===== config.mk =====
export PLATFORM = sky130hd
export DESIGN_NAME = alu_seq
export DESIGN_NICKNAME = d
export VERILOG_FILES = /design/src/rtl/alu_seq.sv
export SDC_FILE = /design/constraint.sdc
export NUM_CORES = 1
export LEC_CHECK = 0
export CAP_MARGIN = 5
export CORE_AREA = 2 2 166 87
export DETAILED_ROUTE_END_ITERATION = 6
export DIE_AREA = 0 0 168 89
export HOLD_SLACK_MARGIN = 0.02
export MAX_ROUTING_LAYER = met4
export SLEW_MARGIN = 20
export SYNTH_ARGS = -nofsm -noshare
export SYNTH_HDL_FRONTEND = slang
export SYNTH_SLANG_ARGS = --single-unit
export TNS_END_PERCENT = 5

===== constraint.sdc =====
create_clock -name Clk -period 3.75 [get_ports Clk]
set_clock_uncertainty 0.05 [all_clocks]
set_input_delay 0.5625 -clock Clk [delete_from_list [all_inputs] [get_ports Clk]]
set_output_delay 0.5625 -clock Clk [all_outputs]
set_load 0.01 [all_outputs]

===== src/rtl/alu_seq.sv =====
// Registered EX-stage ALU with a persistent shift/carry (SC) flag, overflow detect,
// and two multi-cycle operations: iterative shift-add MUL and bit-serial SHN.
module alu_seq #(
  parameter int WIDTH   = 8,
  parameter int SHAMT_W = $clog2(WIDTH)
) (
  input  logic             Clk,
  input  logic             Reset,
  input  logic             Start,
  input  logic [3:0]       OP,
  input  logic [WIDTH-1:0] InputA,
  input  logic [WIDTH-1:0] InputB,
  input  logic             SC_clr,
  output logic             Busy,
  output logic             Done,
  output logic [WIDTH-1:0] Out,
  output logic             Zero,
  output logic             SC_out,
  output logic             Ovf,
  output logic [1:0]       dbg_state
);

  // Handshake: Start/OP/InputA/InputB are taken on a rising edge with Busy==0;
  // Done is high for exactly one cycle after the edge that loaded Out/Zero/SC_out/Ovf.

  typedef enum logic [1:0] {
    ST_IDLE = 2'd0,
    ST_MUL  = 2'd1,
    ST_SHN  = 2'd2
  } state_t;

  localparam logic [3:0] OP_ADD = 4'd0;
  localparam logic [3:0] OP_LSH = 4'd1;
  localparam logic [3:0] OP_RSH = 4'd2;
  localparam logic [3:0] OP_XOR = 4'd3;
  localparam logic [3:0] OP_ORR = 4'd4;
  localparam logic [3:0] OP_SUB = 4'd5;
  localparam logic [3:0] OP_AND = 4'd6;
  localparam logic [3:0] OP_RXR = 4'd7;
  localparam logic [3:0] OP_ADC = 4'd8;
  localparam logic [3:0] OP_MUL = 4'd9;
  localparam logic [3:0] OP_SHN = 4'd10;

  localparam logic [SHAMT_W:0] CNT_MUL_LAST = (SHAMT_W+1)'(WIDTH);

  state_t                 state_q, state_d;
  logic [SHAMT_W:0]       cnt_q, cnt_d;
  logic [SHAMT_W-1:0]     n_q, n_d;
  logic [2*WIDTH-1:0]     a_q, a_d;
  logic [WIDTH-1:0]       b_q, b_d;
  logic [2*WIDTH-1:0]     acc_q, acc_d;
  logic                   done_q, done_d;
  logic [WIDTH-1:0]       out_q, out_d;
  logic                   zero_q, zero_d;
  logic                   sc_q, sc_d;
  logic                   ovf_q, ovf_d;

  logic                   cin;
  logic [SHAMT_W-1:0]     n_in;
  logic [WIDTH:0]         sum_add, sum_adc, diff;
  logic [WIDTH-1:0]       res;
  logic                   res_ovf;
  logic                   sc_upd;
  logic                   sc_val;
  logic [2*WIDTH-1:0]     acc_step;

  assign cin  = SC_clr ? 1'b0 : sc_q;
  assign n_in = InputB[SHAMT_W-1:0];

  assign sum_add  = {1'b0, InputA} + {1'b0, InputB};
  assign sum_adc  = sum_add + {{WIDTH{1'b0}}, cin};
  assign diff     = {1'b0, InputA} - {1'b0, InputB};
  assign acc_step = acc_q + (b_q[0] ? a_q : '0);

  // Single-cycle result, overflow and SC effect for the opcode presented with Start.
  always_comb begin
    res     = '0;
    res_ovf = 1'b0;
    sc_upd  = 1'b0;
    sc_val  = 1'b0;
    case (OP)
      OP_ADD: begin
        res     = sum_add[WIDTH-1:0];
        res_ovf = (InputA[WIDTH-1] == InputB[WIDTH-1]) && (res[WIDTH-1] != InputA[WIDTH-1]);
        sc_upd  = 1'b1;
        sc_val  = sum_add[WIDTH];
      end
      OP_LSH: begin
        res    = {InputA[WIDTH-2:0], cin};
        sc_upd = 1'b1;
        sc_val = InputA[WIDTH-1];
      end
      OP_RSH: begin
        res    = {1'b0, InputA[WIDTH-1:1]};
        sc_upd = 1'b1;
        sc_val = InputA[0];
      end
      OP_XOR: res = InputA ^ InputB;
      OP_ORR: res = InputA | InputB;
      OP_SUB: begin
        res     = diff[WIDTH-1:0];
        res_ovf = (InputA[WIDTH-1] != InputB[WIDTH-1]) && (res[WIDTH-1] != InputA[WIDTH-1]);
        sc_upd  = 1'b1;
        sc_val  = diff[WIDTH];
      end
      OP_AND: res = InputA & InputB;
      OP_RXR: res = {{(WIDTH-1){1'b0}}, ^InputA};
      OP_ADC: begin
        res     = sum_adc[WIDTH-1:0];
        res_ovf = (InputA[WIDTH-1] == InputB[WIDTH-1]) && (res[WIDTH-1] != InputA[WIDTH-1]);
        sc_upd  = 1'b1;
        sc_val  = sum_adc[WIDTH];
      end
      OP_SHN: res = InputA;
      default: res = '0;
    endcase
  end

  always_comb begin
    state_d = state_q;
    cnt_d   = cnt_q;
    n_d     = n_q;
    a_d     = a_q;
    b_d     = b_q;
    acc_d   = acc_q;
    done_d  = 1'b0;
    out_d   = out_q;
    zero_d  = zero_q;
    ovf_d   = ovf_q;
    sc_d    = SC_clr ? 1'b0 : sc_q;

    case (state_q)
      ST_IDLE: begin
        if (Start) begin
          if (OP == OP_MUL) begin
            state_d = ST_MUL;
            cnt_d   = {{SHAMT_W{1'b0}}, 1'b1};
            a_d     = {{WIDTH{1'b0}}, InputA};
            b_d     = InputB;
            acc_d   = '0;
          end else if (OP == OP_SHN && n_in != '0) begin
            state_d = ST_SHN;
            cnt_d   = {{SHAMT_W{1'b0}}, 1'b1};
            n_d     = n_in;
            a_d     = {{WIDTH{1'b0}}, InputA};
          end else begin
            done_d = 1'b1;
            out_d  = res;
            zero_d = (res == '0);
            ovf_d  = res_ovf;
            if (sc_upd) sc_d = sc_val;
          end
        end
      end
      ST_MUL: begin
        // One partial product per cycle; the final step's sum is the product.
        acc_d = acc_step;
        a_d   = a_q << 1;
        b_d   = b_q >> 1;
        cnt_d = cnt_q + 1'b1;
        if (cnt_q == CNT_MUL_LAST) begin
          state_d = ST_IDLE;
          done_d  = 1'b1;
          out_d   = acc_step[WIDTH-1:0];
          zero_d  = (acc_step[WIDTH-1:0] == '0);
          ovf_d   = |acc_step[2*WIDTH-1:WIDTH];
        end
      end
      ST_SHN: begin
        a_d   = a_q << 1;
        cnt_d = cnt_q + 1'b1;
        if (cnt_q == {1'b0, n_q}) begin
          state_d = ST_IDLE;
          done_d  = 1'b1;
          out_d   = {a_q[WIDTH-2:0], 1'b0};
          zero_d  = ({a_q[WIDTH-2:0], 1'b0} == '0);
          ovf_d   = 1'b0;
          sc_d    = a_q[WIDTH-1];
        end
      end
      default: state_d = ST_IDLE;
    endcase
  end

  always_ff @(posedge Clk) begin
    if (Reset) begin
      state_q <= ST_IDLE;
      cnt_q   <= '0;
      n_q     <= '0;
      a_q     <= '0;
      b_q     <= '0;
      acc_q   <= '0;
      done_q  <= 1'b0;
      out_q   <= '0;
      zero_q  <= 1'b1;
      sc_q    <= 1'b0;
      ovf_q   <= 1'b0;
    end else begin
      state_q <= state_d;
      cnt_q   <= cnt_d;
      n_q     <= n_d;
      a_q     <= a_d;
      b_q     <= b_d;
      acc_q   <= acc_d;
      done_q  <= done_d;
      out_q   <= out_d;
      zero_q  <= zero_d;
      sc_q    <= sc_d;
      ovf_q   <= ovf_d;
    end
  end

  assign Busy      = (state_q != ST_IDLE);
  assign Done      = done_q;
  assign Out       = out_q;
  assign Zero      = zero_q;
  assign SC_out    = sc_q;
  assign Ovf       = ovf_q;
  assign dbg_state = state_q;

endmodule


==> results.cfg <==
[run_status]
run_status = completed

[finish]
insertedDiodeCount = 0
fraction_of_final_layout_cells_sized_beyond_drive_strength_1_pct = 13.1
design.final.nets = 877
flow.area_growth_from_synthesis_pct = 25.5
fin_cells = 983
num-fill-cells = 1328
fin_area_um2 = 6660
register_area_um2 = 1220
multiInputGateArea_um2 = 3820

[timing]
report.final.hold_viol_count = 0
min_period_ps = 3630
min_period_over_period_pct = 96.9
max_freq_ghz = 0.275
finalSetupViolCount = 0
timing.max_slew.rel_slack_pct = 33.5
worst_slew_pin_slew_ps = 985
timing.final.max_slew_violations = 0
grt_setup_unrepaired = false

[critical_path]
crit_path_start_kind = primary input
critPathKind = in2reg
worst-path-max-fanout = 2
cp-end-kind = register
critPathArrivalTime_ps = 3850
required_ps = 3960

[clocking]
clk_transition_reported_paths_ps = 50
worst_skew_pair.late_latency_ps = 330
clock_sink_count = 61
ctsHoldBuffers = 0
cts.path.max_buffers = 2
cts.root.buffer_cell = clkbuf_16
tritoncts.num_buffers = 9
tritoncts = built
htree_levels = 3

[floorplan]
die_area_um2 = 15000
die_w_um = 168
die_height_um = 89
core_region_area_um2 = 13300
row_count = 30
pin_count = 39
floorplan.initialDensity_pct = 39.8

[placed_design]
gpl.final_weighted_congestion = 0.912
port_buffers = 38
placed_cells_incl_taps = 967
hpwl_um = 12600
detailed_place.area_um2 = 6340

[synthesis]
yosysSeqAreaShare_pct = 23.0
synthMostInstantiatedCell = nor2_1
ffs_w_async_s_r_synth_pct = 0
post_synth_num_cell_types = 59
syn_std_cell_area_um2 = 5310
post_synth_main_area_contributors = dfxtp_1 (23%), ha_1 (11%), a21oi_1 (6.0%), nor2_1 (5.9%), xnor2_1 (5.1%)
postSynthRegisterBits = 61
syn-num-nets = 790
synth_edf_count = 0
yosys_warnings = 0
synth.cells.most_frequent = nor2_1 (83), a21oi_1 (64), nand2_1 (62)
yosys.area.top_type = dfxtp_1
synth.avg_cell_area_um2 = 7.41
synthesis.instances = 716
post-synth-top-area-fraction_pct = 23.0
commonest_register_cell_after_synthesis = dfxtp_1

[detailed_routing]
detail_route.drc_violations = 0
routed-via-count = 5541
final_routed_wirelength_um = 16600
routed_via_density = 5.64
firstDrtPassIters = 5
initialDrtViolationCount = 473
post_drt_wl_per_cell_um = 16.9
count_of_nets_left_with_antenna_violations_after_detail_routing = 0

[grt]
grt_overflow = 0
grt_first_pass_wirelength_um = 26700
antenna_violations_before_repair = 0
grt_pass1_vias = 5163
grt_max_degree = 62
grtUsageTotal_pct = 23.2

[power]
vdd_drop_max_mv = 0.145
power_density_nw_per_um2 = 298
p_leak_uw = 0.00270

[run]
max-cap-violations = 0

[min_path]
worst_hold_path_type = reg2reg
==> routing by layer <==
| metal | vias to the layer above | wire length (um) | global-route usage, % |
|---|---|---|---|
| met2 | 143 | 7470 | 37.7 |
| met5 | - | 0 | - |
| li1 | 2756 | - | - |
| met4 | 0 | 177 | 6.56 |
| met3 | 15 | 791 | 3.10 |
| met1 | 2627 | 8150 | 30.8 |
==> what timing repair did <==
action | CTS | global route
gates cloned | 0 | 0
buffers inserted | 0 | 1
pin swaps | 1 | 3
resized for setup | 2 | 8
endpoints found under the setup margin | 2 | 2
==> through the flow <==
stage | TNS [ps] | hold WS (ps) | setup slack, ps | power (uW) | util [%]
global placement | -884 | 393 | -418 | 1200 | 47.6
CTS | 0 | 404 | 0.487 | 1990 | 49.7
finish | 0 | 406 | 117 | 1980 | 50.0
detailed placement | -977 | 399 | -465 | 1200 | 47.6
floorplan | 0 | 382 | 275 | 973 | -
global route | 0 | 421 | 15.7 | 2060 | 50.0
==> report_power, final <==
group          internal [uW]  switching (uW)  total, uW
Clock                    497             288        784
Combinational            240             280        520
Sequential               666            13.1        679
Total                   1400             581       1980
==> critical path, cell delays in order <==
cell and delay, ps:
clkdlybuf4s50_1 480, inv_1 70, fa_1 510, inv_1 50, ha_1 280, a31oi_1 130, o22ai_1 100, or3_1 410
or4_1 470, or3_1 300, or4_1 400, nand3_1 90
==> cells by family (layout without fill, tap and decap cells) <==
| group | after synthesis | after routing | share of synthesized area [%] |
|---|---|---|---|
| AO/OA/AOI/OAI | 209 | 209 | 25.5 |
| XOR/XNOR | 41 | 41 | 6.77 |
| adder cells (fa/ha/maj) | 50 | 50 | 12.2 |
| buffers and inverters | 77 | 168 | 5.52 |
| flip-flops | 61 | 61 | 23.0 |
| multiplexers | 19 | 19 | 3.58 |
| AND/OR/NAND/NOR | 259 | 259 | 23.4 |
==> state kept, by name, indices dropped and copies added (netlist names) <==
name / flops
Zero: 1
b_q: 8
Done: 1
cnt_q: 4
acc_q: 16
SC_out: 1
Ovf: 1
Out: 8
n_q: 3
dbg_state: 2
a_q: 16
==> worst paths after layout <==
kind	startpoint	to	slack, ps	cells after the start
setup / recovery	InputB[1]	Zero	120	12
hold / removal	a_q[15]	a_q[15]	410	2
hold reg to reg	a_q[15]	a_q[15]	410	2
setup reg to reg	b_q[0]	Ovf	210	13
==> final cells by class <==
type / instances / share of cell area (%)
Multi-Input combinational cell: 578 / 57.3
Sequential cell: 61 / 18.3
Timing Repair Buffer: 117 / 14.8
Clock buffer: 14 / 4.11
Tap cell: 176 / 3.31
Inverter: 36 / 2.03
Clock inverter: 1 / 0.0751
==> placed cells by master, fill, tap and decap left out, types with 4 or more instances in the layout <==
cell,n
dfxtp_1,61
and3_1,4
nor3_1,16
clkbuf_16,9
o21ai_0,30
a32oi_1,4
a31oi_1,8
a22oi_1,17
xor2_1,10
o21bai_1,6
a21oi_1,64
nor4_1,4
mux2i_1,19
buf_4,79
o22ai_1,8
inv_1,35
xnor2_1,31
clkdlybuf4s50_1,34
o221ai_1,4
or4_1,4
or2_2,5
nand3_1,24
nand2b_1,6
nor2_1,83
ha_1,46
o21a_1,4
nor2b_1,13
and2_1,17
a21o_1,11
a211oi_1,24
or3_1,8
nand2_1,62
Note: power is estimated with default switching activity, not from simulation.
